**src/rtl/ga20_fetch_arb.sv**
```systemverilog
// ga20_fetch_arb: round-robin scheduler that lets the GA20 playback channels
// share the single sample-cache read port. One byte fetch is outstanding at a
// time. Each fetched byte goes back to its channel with a one-cycle
// acknowledge. A watchdog forces completion if the cache never answers.

module ga20_fetch_arb #(
    parameter int NCH     = 4,
    parameter int AW      = 20,
    parameter int TIMEOUT = 255
) (
    input  logic              clk_sys,
    input  logic              reset_n,
    input  logic              pause,
    input  logic [NCH-1:0]    ch_req,
    input  logic [NCH*AW-1:0] ch_addr,
    output logic [NCH-1:0]    ch_ack,
    output logic [7:0]        ch_dout,
    output logic              mem_rd,
    output logic [AW-1:0]     mem_addr,
    input  logic              mem_valid,
    input  logic [7:0]        mem_din,
    output logic              busy,
    output logic              err
);

    localparam int GW = (NCH > 1) ? $clog2(NCH) : 1;
    // Watchdog value seen on the cycle before the forced completion edge.
    localparam logic [7:0] WD_LAST = 8'(TIMEOUT - 1);

    typedef enum logic {
        ST_IDLE = 1'b0,
        ST_BUSY = 1'b1
    } state_t;

    state_t          state_r;
    logic [GW-1:0]   grant_r;
    logic [GW-1:0]   last_r;
    logic [7:0]      wdog_r;

    logic            any_req_s;
    logic [GW-1:0]   pick_s;
    logic [AW-1:0]   pick_addr_s;
    logic [NCH-1:0]  ack_vec_s;

    // Round-robin choice. Channels above the last grant win first. If none of
    // them is requesting, the scan wraps to channels at or below it.
    function automatic logic [GW-1:0] rr_pick(input logic [NCH-1:0] req,
                                              input logic [GW-1:0]  last);
        logic [GW-1:0] pick;
        logic          found;
        pick  = last;
        found = 1'b0;
        for (int c = 0; c < NCH; c++) begin
            if (!found && req[c] && (c > int'(last))) begin
                pick  = GW'(c);
                found = 1'b1;
            end
        end
        for (int c = 0; c < NCH; c++) begin
            if (!found && req[c] && (c <= int'(last))) begin
                pick  = GW'(c);
                found = 1'b1;
            end
        end
        return pick;
    endfunction

    // Next-grant selection, its address, and the ack decode of the current grant.
    always_comb begin
        any_req_s   = |ch_req;
        pick_s      = rr_pick(ch_req, last_r);
        pick_addr_s = {AW{1'b0}};
        ack_vec_s   = {NCH{1'b0}};
        for (int c = 0; c < NCH; c++) begin
            if (GW'(c) == pick_s) begin
                pick_addr_s = ch_addr[c*AW +: AW];
            end else begin
                pick_addr_s = pick_addr_s;
            end
            ack_vec_s[c] = (GW'(c) == grant_r);
        end
    end

    // Fetch FSM. Every output is registered here so it changes only on clk_sys.
    always_ff @(posedge clk_sys or negedge reset_n) begin
        if (!reset_n) begin
            state_r  <= ST_IDLE;
            grant_r  <= {GW{1'b0}};
            last_r   <= GW'(NCH - 1);
            wdog_r   <= 8'd0;
            mem_rd   <= 1'b0;
            mem_addr <= {AW{1'b0}};
            ch_ack   <= {NCH{1'b0}};
            ch_dout  <= 8'h00;
            busy     <= 1'b0;
            err      <= 1'b0;
        end else begin
            ch_ack <= {NCH{1'b0}};
            case (state_r)
                ST_IDLE: begin
                    if (!pause && any_req_s) begin
                        mem_addr <= pick_addr_s;
                        mem_rd   <= 1'b1;
                        grant_r  <= pick_s;
                        wdog_r   <= 8'd0;
                        busy     <= 1'b1;
                        state_r  <= ST_BUSY;
                    end else begin
                        state_r  <= ST_IDLE;
                    end
                end
                ST_BUSY: begin
                    if (mem_valid) begin
                        // Real data wins even on the watchdog's final cycle.
                        ch_dout <= mem_din;
                        ch_ack  <= ack_vec_s;
                        mem_rd  <= 1'b0;
                        busy    <= 1'b0;
                        last_r  <= grant_r;
                        state_r <= ST_IDLE;
                    end else if (wdog_r == WD_LAST) begin
                        // Stalled cache: release the requester with a zero
                        // byte and remember the fault. Fairness still advances.
                        ch_dout <= 8'h00;
                        ch_ack  <= ack_vec_s;
                        mem_rd  <= 1'b0;
                        busy    <= 1'b0;
                        err     <= 1'b1;
                        last_r  <= grant_r;
                        state_r <= ST_IDLE;
                    end else begin
                        wdog_r  <= wdog_r + 8'd1;
                    end
                end
                default: begin
                    mem_rd  <= 1'b0;
                    busy    <= 1'b0;
                    state_r <= ST_IDLE;
                end
            endcase
        end
    end

    ga20_fetch_arb_chk #(
        .NCH (NCH),
        .AW  (AW)
    ) u_chk (
        .clk_sys  (clk_sys),
        .reset_n  (reset_n),
        .ch_ack   (ch_ack),
        .mem_rd   (mem_rd),
        .busy     (busy),
        .mem_addr (mem_addr)
    );

endmodule

// ga20_fetch_arb_chk: protocol properties of the scheduler outputs.
module ga20_fetch_arb_chk #(
    parameter int NCH = 4,
    parameter int AW  = 20
) (
    input logic            clk_sys,
    input logic            reset_n,
    input logic [NCH-1:0]  ch_ack,
    input logic            mem_rd,
    input logic            busy,
    input logic [AW-1:0]   mem_addr
);

    // At most one channel is acknowledged at a time.
    ack_onehot: assert property (@(posedge clk_sys) disable iff (!reset_n)
        $onehot0(ch_ack));

    // An acknowledge lasts exactly one cycle.
    ack_single: assert property (@(posedge clk_sys) disable iff (!reset_n)
        (|ch_ack) |=> !(|ch_ack));

    // The cache read request follows the busy state.
    rd_busy: assert property (@(posedge clk_sys) disable iff (!reset_n)
        mem_rd == busy);

    // The cache address stays fixed while a read is outstanding.
    addr_hold: assert property (@(posedge clk_sys) disable iff (!reset_n)
        (mem_rd && $past(mem_rd)) |-> $stable(mem_addr));

endmodule

```
**config.mk**
```make
export PLATFORM = sky130hd
export DESIGN_NAME = ga20_fetch_arb
export DESIGN_NICKNAME = d
export VERILOG_FILES = /design/src/rtl/ga20_fetch_arb.sv
export SDC_FILE = /design/constraint.sdc
export NUM_CORES = 1
export LEC_CHECK = 0
export ABC_CLOCK_PERIOD_IN_PS = 1650
export CAP_MARGIN = 5
export CORE_ASPECT_RATIO = 1.1
export CORE_MARGIN = 5
export CORE_UTILIZATION = 25
export DETAILED_ROUTE_END_ITERATION = 8
export PLACE_DENSITY_LB_ADDON = 0.25
export SKIP_CTS_REPAIR_TIMING = 1
export SLEW_MARGIN = 20
export SYNTH_ARGS = -nofsm -noshare
export SYNTH_HDL_FRONTEND = slang
export SYNTH_HIERARCHICAL = 1
export SYNTH_SLANG_ARGS = --single-unit
```
**constraint.sdc**
```tcl
create_clock -name clk_sys -period 1.65 [get_ports clk_sys]
set_input_delay 0.33 -clock clk_sys [delete_from_list [all_inputs] [get_ports clk_sys]]
set_output_delay 0.33 -clock clk_sys [all_outputs]
set_load 0.05 [all_outputs]
```
==> impl_metrics.prom, run 1 <==
# TYPE chip_impl_metric gauge
chip_impl_metric{name="dp_slack",unit="ps"} -662
chip_impl_metric{name="design_area",unit="um2"} 4790
chip_impl_info{name="cells_along_the_critical_path",value="clkdlybuf4s50_1 -> nand2b_1 -> a21oi_4 -> a221o_2 -> clkbuf_16 -> a211oi_2 -> o31ai_1"} 1
chip_impl_metric{name="first_iter_violations",unit=""} 115
chip_impl_metric{name="slew_headroom",unit="%"} 76.9
chip_impl_metric{name="leakagePower",unit="nW"} 2.04
chip_impl_metric{name="ys_seq_area_share",unit="%"} 42.6
chip_impl_metric{name="overflow",unit=""} 0
chip_impl_metric{name="setup_slack_of_the_critical_path_after_layout",unit="ps"} -264
chip_impl_metric{name="report.final.setup_viol",unit=""} 21
chip_impl_metric{name="net-switching-power",unit="mW"} 3.55
chip_impl_metric{name="num_vias",unit=""} 2754
chip_impl_metric{name="r2r.worst_path.cells",unit=""} 6
chip_impl_metric{name="globalplace.congestion",unit=""} 0.770
chip_impl_metric{name="synthArstFlopShare",unit="%"} 100
chip_impl_metric{name="syn_inst",unit=""} 278
chip_impl_metric{name="final_critical_delay_including_setup_and_external_delays",unit="ps"} 1910
chip_impl_info{name="min-delay-path-class",value="in -> async"} 1
chip_impl_metric{name="drc",unit=""} 0
chip_impl_info{name="cpMaxStageDelayCell",value="sky130_fd_sc_hd__clkdlybuf4s50_1"} 1
chip_impl_info{name="crit_path_end_kind",value="flop"} 1
chip_impl_metric{name="final.period_utilization",unit="%"} 116
chip_impl_metric{name="first_pass_grt_wire_length",unit="um"} 14500
chip_impl_metric{name="layout-drive-gt1-share",unit="%"} 32.8
chip_impl_metric{name="drtPass1Iterations",unit=""} 4
chip_impl_metric{name="synthesis.area_per_instance",unit="um2"} 9.94
chip_impl_info{name="critical_path_class",value="in -> reg"} 1
chip_impl_info{name="synthTopCellsByArea",value="sky130_fd_sc_hd__dfrtp_1 41%, sky130_fd_sc_hd__a211oi_2 8.6%, sky130_fd_sc_hd__o31ai_1 5.2%, sky130_fd_sc_hd__o21ai_0 5.1%, sky130_fd_sc_hd__and3_1 4.5%"} 1
chip_impl_metric{name="powerDensity",unit="nW/um2"} 1630
chip_impl_metric{name="final_net_count",unit=""} 539
chip_impl_metric{name="core_area",unit="um2"} 10900
chip_impl_metric{name="fmax",unit="MHz"} 523
chip_impl_metric{name="tritoncts_num_sinks",unit=""} 47
chip_impl_metric{name="final-hold-violation-count",unit=""} 0
chip_impl_metric{name="report.final.slew_viol_count",unit=""} 0
chip_impl_metric{name="maximum_number_of_pins_on_one_net_before_global_route_repair",unit=""} 21
chip_impl_info{name="synth_largest_area_cell",value="sky130_fd_sc_hd__dfrtp_1"} 1
chip_impl_metric{name="path_max_fanout",unit=""} 6
chip_impl_metric{name="die-area",unit="um2"} 13300
chip_impl_metric{name="setup_total_negative_slack",unit="ps"} -4960
chip_impl_info{name="crit_path_start_kind",value="primary input"} 1
chip_impl_metric{name="floorplan.initialDensity",unit="%"} 25.4
chip_impl_metric{name="clk_path_buf_depth",unit=""} 2
chip_impl_metric{name="synth_nets",unit=""} 376
chip_impl_info{name="failed_checks",value="setup timing"} 1
chip_impl_metric{name="wl",unit="um"} 9520
chip_impl_metric{name="dp_hpwl",unit="um"} 7270
chip_impl_metric{name="ys_types",unit=""} 47
chip_impl_info{name="post-synth-top-count-cell",value="sky130_fd_sc_hd__dfrtp_1"} 1
chip_impl_metric{name="clock_buffer_count_from_cts",unit=""} 5
chip_impl_metric{name="ir_worst_vdd",unit="V"} 0.000823
chip_impl_metric{name="cp.arrival",unit="ps"} 2080
chip_impl_info{name="reg2reg_capture_point",value="mem_addr[6]"} 1
chip_impl_metric{name="die_width",unit="um"} 110
chip_impl_metric{name="mapped_area",unit="um2"} 2760
chip_impl_metric{name="synth_enable_flop_cells",unit=""} 0
chip_impl_metric{name="yosys_warnings",unit=""} 6
chip_impl_info{name="run_status",value="finished, violations left"} 1
chip_impl_metric{name="grt.total_usage",unit="%"} 13.8
chip_impl_metric{name="number_of_antenna_cells_inserted",unit=""} 0
chip_impl_metric{name="layout-area-overhead-vs-synth",unit="%"} 73.4
chip_impl_metric{name="maxCapViolCount",unit=""} 0
chip_impl_metric{name="cts-htree-levels",unit=""} 2
chip_impl_metric{name="rows",unit=""} 40
chip_impl_metric{name="pin_count",unit=""} 131
chip_impl_info{name="clock-root-buffer",value="sky130_fd_sc_hd__clkbuf_16"} 1
chip_impl_info{name="setup_repair_after_global_routing_missed_its_margin",value="true"} 1
chip_impl_metric{name="worst_endpoint_required_time",unit="ps"} 1810
chip_impl_metric{name="power.combinational.fraction",unit="%"} 61.1
chip_impl_info{name="timing.rr.start",value="last_r[0]"} 1
chip_impl_metric{name="route.antenna.remaining_nets",unit=""} 0
chip_impl_metric{name="critical-path-max-stage-delay",unit="ps"} 590
chip_impl_info{name="tritoncts",value="done"} 1
chip_impl_info{name="synth.top_cells.by_count",value="45 x sky130_fd_sc_hd__dfrtp_1, 28 x sky130_fd_sc_hd__o21ai_0, 24 x sky130_fd_sc_hd__nand2_1, 22 x sky130_fd_sc_hd__nor3_1, 20 x sky130_fd_sc_hd__and3_1"} 1
chip_impl_metric{name="wire_per_inst",unit="um"} 16.2
chip_impl_metric{name="vias_in_the_first_global_route",unit=""} 2927
chip_impl_metric{name="final.setup_skew",unit="ps"} 6.30
chip_impl_metric{name="power.clock.fraction",unit="%"} 15.1
chip_impl_metric{name="path_clk_slew",unit="ps"} 70
chip_impl_info{name="ys_dominant_reg_cell",value="sky130_fd_sc_hd__dfrtp_1"} 1
chip_impl_metric{name="synth.ff_latch_count",unit=""} 47
chip_impl_metric{name="die_h",unit="um"} 120
chip_impl_metric{name="netlist.area_leader.share",unit="%"} 40.7
chip_impl_metric{name="io_buffer_count",unit=""} 130
chip_impl_metric{name="dpl_cell_area",unit="um2"} 4390
chip_impl_metric{name="pwr-share-seq",unit="%"} 23.8
chip_impl_metric{name="ff2ff_setup_slack",unit="ps"} -250
chip_impl_metric{name="tightestPinTransition",unit="ps"} 346
chip_impl_metric{name="post_drt_via_cell_ratio",unit=""} 4.68
chip_impl_metric{name="cellInternalPower",unit="mW"} 4.25
chip_impl_metric{name="initial_antenna_violation_count",unit=""} 0
chip_impl_metric{name="power.share.switching",unit="%"} 45.5
chip_impl_metric{name="clock_latency_on_the_worst_skew_pair",unit="ps"} 280
chip_impl_metric{name="final_core_util",unit="%"} 44.1
==> layout by cell type, fill, tap and decap left out, types with 3 or more instances in the layout <==
cell / instances
sky130_fd_sc_hd__o31ai_1: 17
sky130_fd_sc_hd__a211oi_2: 19
sky130_fd_sc_hd__clkdlybuf4s50_1: 92
sky130_fd_sc_hd__nand2_1: 24
sky130_fd_sc_hd__a22o_1: 8
sky130_fd_sc_hd__nor2_1: 10
sky130_fd_sc_hd__clkbuf_16: 6
sky130_fd_sc_hd__nor3_2: 11
sky130_fd_sc_hd__o21ai_1: 3
sky130_fd_sc_hd__buf_12: 5
sky130_fd_sc_hd__and3_1: 20
sky130_fd_sc_hd__buf_4: 70
sky130_fd_sc_hd__nor3_1: 10
sky130_fd_sc_hd__inv_1: 6
sky130_fd_sc_hd__or3_1: 3
sky130_fd_sc_hd__buf_6: 7
sky130_fd_sc_hd__nand3_1: 6
sky130_fd_sc_hd__a21oi_1: 4
sky130_fd_sc_hd__dfrtp_1: 45
sky130_fd_sc_hd__o21ai_0: 26
==> per-stage QoR <==
stage	cells	power, mW	hold slack, ps
global route	589	8.25	471
global placement	575	6.19	224
detailed placement	575	6.23	228
finish	589	7.81	449
CTS	583	7.44	-82.0
floorplan	278	4.63	34.4
==> worst max-delay path, delay by kind of cell <==
family          cells  cell delay [ps]
simple gates        1              190
buf+inv             2              800
compound gates      4              740
==> area by class of cell <==
| type | count | area (um2) |
|---|---|---|
| flip-flops and latches | 47 | 1180 |
| clock buffers | 5 | 125 |
| well taps | 147 | 184 |
| multi-input cells | 201 | 1530 |
| inverters | 6 | 22.5 |
| clock inverters | 3 | 46.3 |
| repair buffers | 180 | 1710 |
| fillers | 1060 | 6070 |
==> per-layer routing <==
layer  vias to the layer above  part of all wire [%]  global-route usage, %
li1                       1358                     -                      -
met1                      1296                    40                   16.4
met2                        94                    53                   25.2
met3                         6                   6.4                   3.52
met4                         0                  0.64                   2.31
met5                         -                     0                      0
==> kinds of logic after synthesis <==
kind of cell / Yosys count / share of synthesized area, %
AO/OA/AOI/OAI: 91 / 27.4
XOR/XNOR: 3 / 0.951
adder cells (fa/ha/maj): 2 / 0.905
buffers and inverters: 30 / 6.56
flip-flops: 47 / 42.6
multiplexers: 3 / 1.18
AND/OR/NAND/NOR: 102 / 20.3
==> power groups by stage <==
stage | Combinational (mW) | Clock (mW) | Sequential (mW)
global placement | 4.31 | 0 | 1.88
detailed placement | 4.35 | 0 | 1.88
global route | 5.07 | 1.27 | 1.90
finish | 4.77 | 1.18 | 1.86
floorplan | 1.76 | 0 | 2.87
CTS | 4.36 | 1.21 | 1.87
==> state kept, by name, indices dropped and copies added (netlist names) <==
name      count
mem_addr     20
ch_dout       8
wdog_r        8
ch_ack        4
grant_r       2
last_r        2
busy          1
err           1
state_r       1
==> worst max path at each step <==
| stage | cells after the start | to | start | slack, ps |
|---|---|---|---|---|
| 2_1_floorplan | 7 | mem_addr[0] | last_r[0] | -170 |
| 3_3_place_gp | 7 | mem_addr[0] | ch_req[2] | -600 |
| 3_5_place_dp | 7 | mem_addr[0] | ch_req[1] | -660 |
| 4_1_cts | 7 | mem_addr[11] | last_r[0] | -370 |
| 5_1_grt | 6 | mem_addr[4] | last_r[0] | -350 |
| 6_report | 7 | mem_addr[6] | ch_req[2] | -260 |
Note: power is estimated with default switching activity, not from simulation.
==> run 2, diff against run 1 <==
--- a/config.mk
+++ b/config.mk
@@ -10,10 +10,10 @@
 export CORE_ASPECT_RATIO = 1.1
 export CORE_MARGIN = 5
 export CORE_UTILIZATION = 25
+export CTS_CLUSTER_SIZE = 40
 export DETAILED_ROUTE_END_ITERATION = 8
 export PLACE_DENSITY_LB_ADDON = 0.25
 export SKIP_CTS_REPAIR_TIMING = 1
-export SLEW_MARGIN = 20
 export SYNTH_ARGS = -nofsm -noshare
 export SYNTH_HDL_FRONTEND = slang
 export SYNTH_HIERARCHICAL = 1
==> results of run 2 <==
The final DEF is identical to that of run 1; final timing and power are the same.
==> run 3, diff against run 2 <==
--- a/config.mk
+++ b/config.mk
@@ -5,12 +5,10 @@
 export SDC_FILE = /design/constraint.sdc
 export NUM_CORES = 1
 export LEC_CHECK = 0
-export ABC_CLOCK_PERIOD_IN_PS = 1650
+export ABC_CLOCK_PERIOD_IN_PS = 2200
 export CAP_MARGIN = 5
 export CORE_ASPECT_RATIO = 1.1
-export CORE_MARGIN = 5
 export CORE_UTILIZATION = 25
-export CTS_CLUSTER_SIZE = 40
 export DETAILED_ROUTE_END_ITERATION = 8
 export PLACE_DENSITY_LB_ADDON = 0.25
 export SKIP_CTS_REPAIR_TIMING = 1
==> constraint.sdc (replaced) <==
create_clock -name clk_sys -period 2.2 [get_ports clk_sys]
set_input_delay 0.44 -clock clk_sys [delete_from_list [all_inputs] [get_ports clk_sys]]
set_output_delay 0.44 -clock clk_sys [all_outputs]
set_load 0.05 [all_outputs]
==> impl_metrics.prom, run 3 (same netlist as run 1, synthesis figures left out) <==
# TYPE chip_impl_metric gauge
chip_impl_metric{name="clk_path_buf_depth",unit=""} 2
chip_impl_metric{name="post_drt_via_cell_ratio",unit=""} 4.68
chip_impl_metric{name="clock_latency_on_the_worst_skew_pair",unit="ps"} 290
chip_impl_metric{name="final-hold-violation-count",unit=""} 0
chip_impl_metric{name="core_area",unit="um2"} 10600
chip_impl_metric{name="drc",unit=""} 0
chip_impl_metric{name="layout-area-overhead-vs-synth",unit="%"} 65.1
chip_impl_metric{name="overflow",unit=""} 0
chip_impl_info{name="largest_registers",value="mem_addr: 20 flops, ch_dout: 8 flops, wdog_r: 8 flops"} 1
chip_impl_metric{name="vias_in_the_first_global_route",unit=""} 2842
chip_impl_metric{name="path_max_fanout",unit=""} 11
chip_impl_metric{name="maxCapViolCount",unit=""} 0
chip_impl_metric{name="report.final.setup_viol",unit=""} 0
chip_impl_metric{name="slew_headroom",unit="%"} 48.0
chip_impl_metric{name="design_area",unit="um2"} 4560
chip_impl_info{name="cells_along_the_critical_path",value="clkdlybuf4s50_1 -> inv_1 -> a21o_1 -> a221o_2 -> buf_12 -> a211oi_2 -> o31ai_1"} 1
chip_impl_metric{name="cp.buffers_inverters",unit=""} 3
chip_impl_metric{name="grt_util_met2",unit="%"} 27.1
chip_impl_metric{name="grt_util_met1",unit="%"} 17.8
chip_impl_metric{name="final.setup_skew",unit="ps"} 5.25
chip_impl_metric{name="tightestPinTransition",unit="ps"} 771
chip_impl_metric{name="clock_buffer_count_from_cts",unit=""} 5
chip_impl_info{name="run_status",value="completed"} 1
chip_impl_metric{name="rows",unit=""} 39
chip_impl_info{name="largest_register_by_flop_count",value="mem_addr"} 1
chip_impl_metric{name="total_power",unit="mW"} 5.43
chip_impl_metric{name="final_critical_delay_including_setup_and_external_delays",unit="ps"} 1970
chip_impl_info{name="global_route.peak_usage_layer",value="met2"} 1
chip_impl_metric{name="dp_hpwl",unit="um"} 6540
chip_impl_metric{name="path_clk_slew",unit="ps"} 70
chip_impl_metric{name="drtPass1Iterations",unit=""} 4
chip_impl_info{name="min-delay-path-class",value="in -> async"} 1
chip_impl_metric{name="powerDensity",unit="nW/um2"} 1190
chip_impl_info{name="cpMaxStageDelayCell",value="sky130_fd_sc_hd__clkdlybuf4s50_1"} 1
chip_impl_info{name="critical_path_class",value="in -> reg"} 1
chip_impl_metric{name="die_h",unit="um"} 112
chip_impl_info{name="crit_path_start_kind",value="primary input"} 1
chip_impl_metric{name="largest_register_ff_count",unit=""} 20
chip_impl_info{name="clock-root-buffer",value="sky130_fd_sc_hd__clkbuf_16"} 1
chip_impl_metric{name="num_vias",unit=""} 2661
chip_impl_metric{name="cts-htree-levels",unit=""} 2
chip_impl_metric{name="globalplace.congestion",unit=""} 0.778
chip_impl_metric{name="maximum_number_of_pins_on_one_net_before_global_route_repair",unit=""} 25
chip_impl_metric{name="die_width",unit="um"} 102
chip_impl_metric{name="report.final.slew_viol_count",unit=""} 0
chip_impl_metric{name="layout-drive-gt1-share",unit="%"} 18.1
chip_impl_metric{name="wl",unit="um"} 8330
chip_impl_info{name="mostFrequentLayoutCell",value="sky130_fd_sc_hd__clkdlybuf4s50_1"} 1
chip_impl_metric{name="critical-path-max-stage-delay",unit="ps"} 530
chip_impl_metric{name="grt.total_usage",unit="%"} 15.2
chip_impl_info{name="crit_path_end_kind",value="flop"} 1
chip_impl_metric{name="number_of_antenna_cells_inserted",unit=""} 0
chip_impl_info{name="tritoncts",value="done"} 1
chip_impl_info{name="cpLargestDelayFamily",value="compound AO/OA/AOI/OAI gates"} 1
chip_impl_metric{name="pin_count",unit=""} 131
chip_impl_metric{name="final_net_count",unit=""} 522
chip_impl_metric{name="dpl_cell_area",unit="um2"} 4400
chip_impl_info{name="layout.cells.most_common_list",value="129 x sky130_fd_sc_hd__clkdlybuf4s50_1, 45 x sky130_fd_sc_hd__dfrtp_1, 28 x sky130_fd_sc_hd__o21ai_0"} 1
chip_impl_metric{name="first_iter_violations",unit=""} 71
chip_impl_metric{name="initial_antenna_violation_count",unit=""} 0
chip_impl_info{name="setup_repair_after_global_routing_missed_its_margin",value="false"} 1
chip_impl_metric{name="ir_worst_vdd",unit="V"} 0.000482
chip_impl_metric{name="cp.arrival",unit="ps"} 2140
chip_impl_metric{name="globalRouteMet3Util",unit="%"} 3.24
chip_impl_metric{name="die-area",unit="um2"} 11500
chip_impl_metric{name="final.period_utilization",unit="%"} 89.6
chip_impl_metric{name="worst_endpoint_required_time",unit="ps"} 2370
chip_impl_metric{name="io_buffer_count",unit=""} 130
chip_impl_metric{name="first_pass_grt_wire_length",unit="um"} 13500
chip_impl_metric{name="tritoncts_num_sinks",unit=""} 47
chip_impl_metric{name="leakagePower",unit="nW"} 1.84
chip_impl_metric{name="route.antenna.remaining_nets",unit=""} 0
chip_impl_metric{name="wire_per_inst",unit="um"} 14.7
chip_impl_metric{name="fmax",unit="MHz"} 507
chip_impl_metric{name="floorplan.initialDensity",unit="%"} 26.1
-- run 3: power by group --
| group | total [mW] | internal [mW] | switching [mW] |
|---|---|---|---|
| Combinational | 3.23 | 1.35 | 1.88 |
| Clock | 0.787 | 0.434 | 0.353 |
| Sequential | 1.41 | 1.16 | 0.247 |
-- run 3: per-stage QoR --
step / TNS [ps] / worst slack, ps / hold slack, ps / cells / util, %
CTS: 0 / 101 / 156 / 568 / 43.0
floorplan: 0 / 375 / 144 / 278 / -
global route: 0 / 117 / 173 / 568 / 43.1
finish: 0 / 229 / 142 / 568 / 43.1
global placement: -890 / -72.1 / 445 / 560 / 41.6
detailed placement: -1370 / -203 / 448 / 560 / 41.6
-- run 3: per-layer routing --
layer	part of all wire (%)	vias to the layer above	wire (um)
li1	-	1320	-
met1	42	1246	3470
met2	52	93	4310
met3	5.9	2	492
met4	0.68	0	57
met5	0	-	0
-- run 3: final cells by class --
class / instances / area [um2]
Clock inverter: 3 / 27.5
Multi-Input combinational cell: 201 / 1410
Clock buffer: 5 / 125
Fill cell: 1066 / 6030
Inverter: 6 / 22.5
Tap cell: 143 / 179
Sequential cell: 47 / 1180
Timing Repair Buffer: 163 / 1620
-- run 3: final timing paths --
check | startpoint | to | cells past startpoint | slack [ps]
min in group clk_sys | err | err | 1 | 460
worst max-delay path | ch_req[0] | mem_addr[9] | 7 | 230
worst min-delay path | reset_n | ch_dout[4] | 1 | 140
worst max register to register | last_r[0] | mem_addr[9] | 6 | 250
max in group asynchronous | reset_n | last_r[1] | 2 | 1460
worst min register to register | err | err | 1 | 460
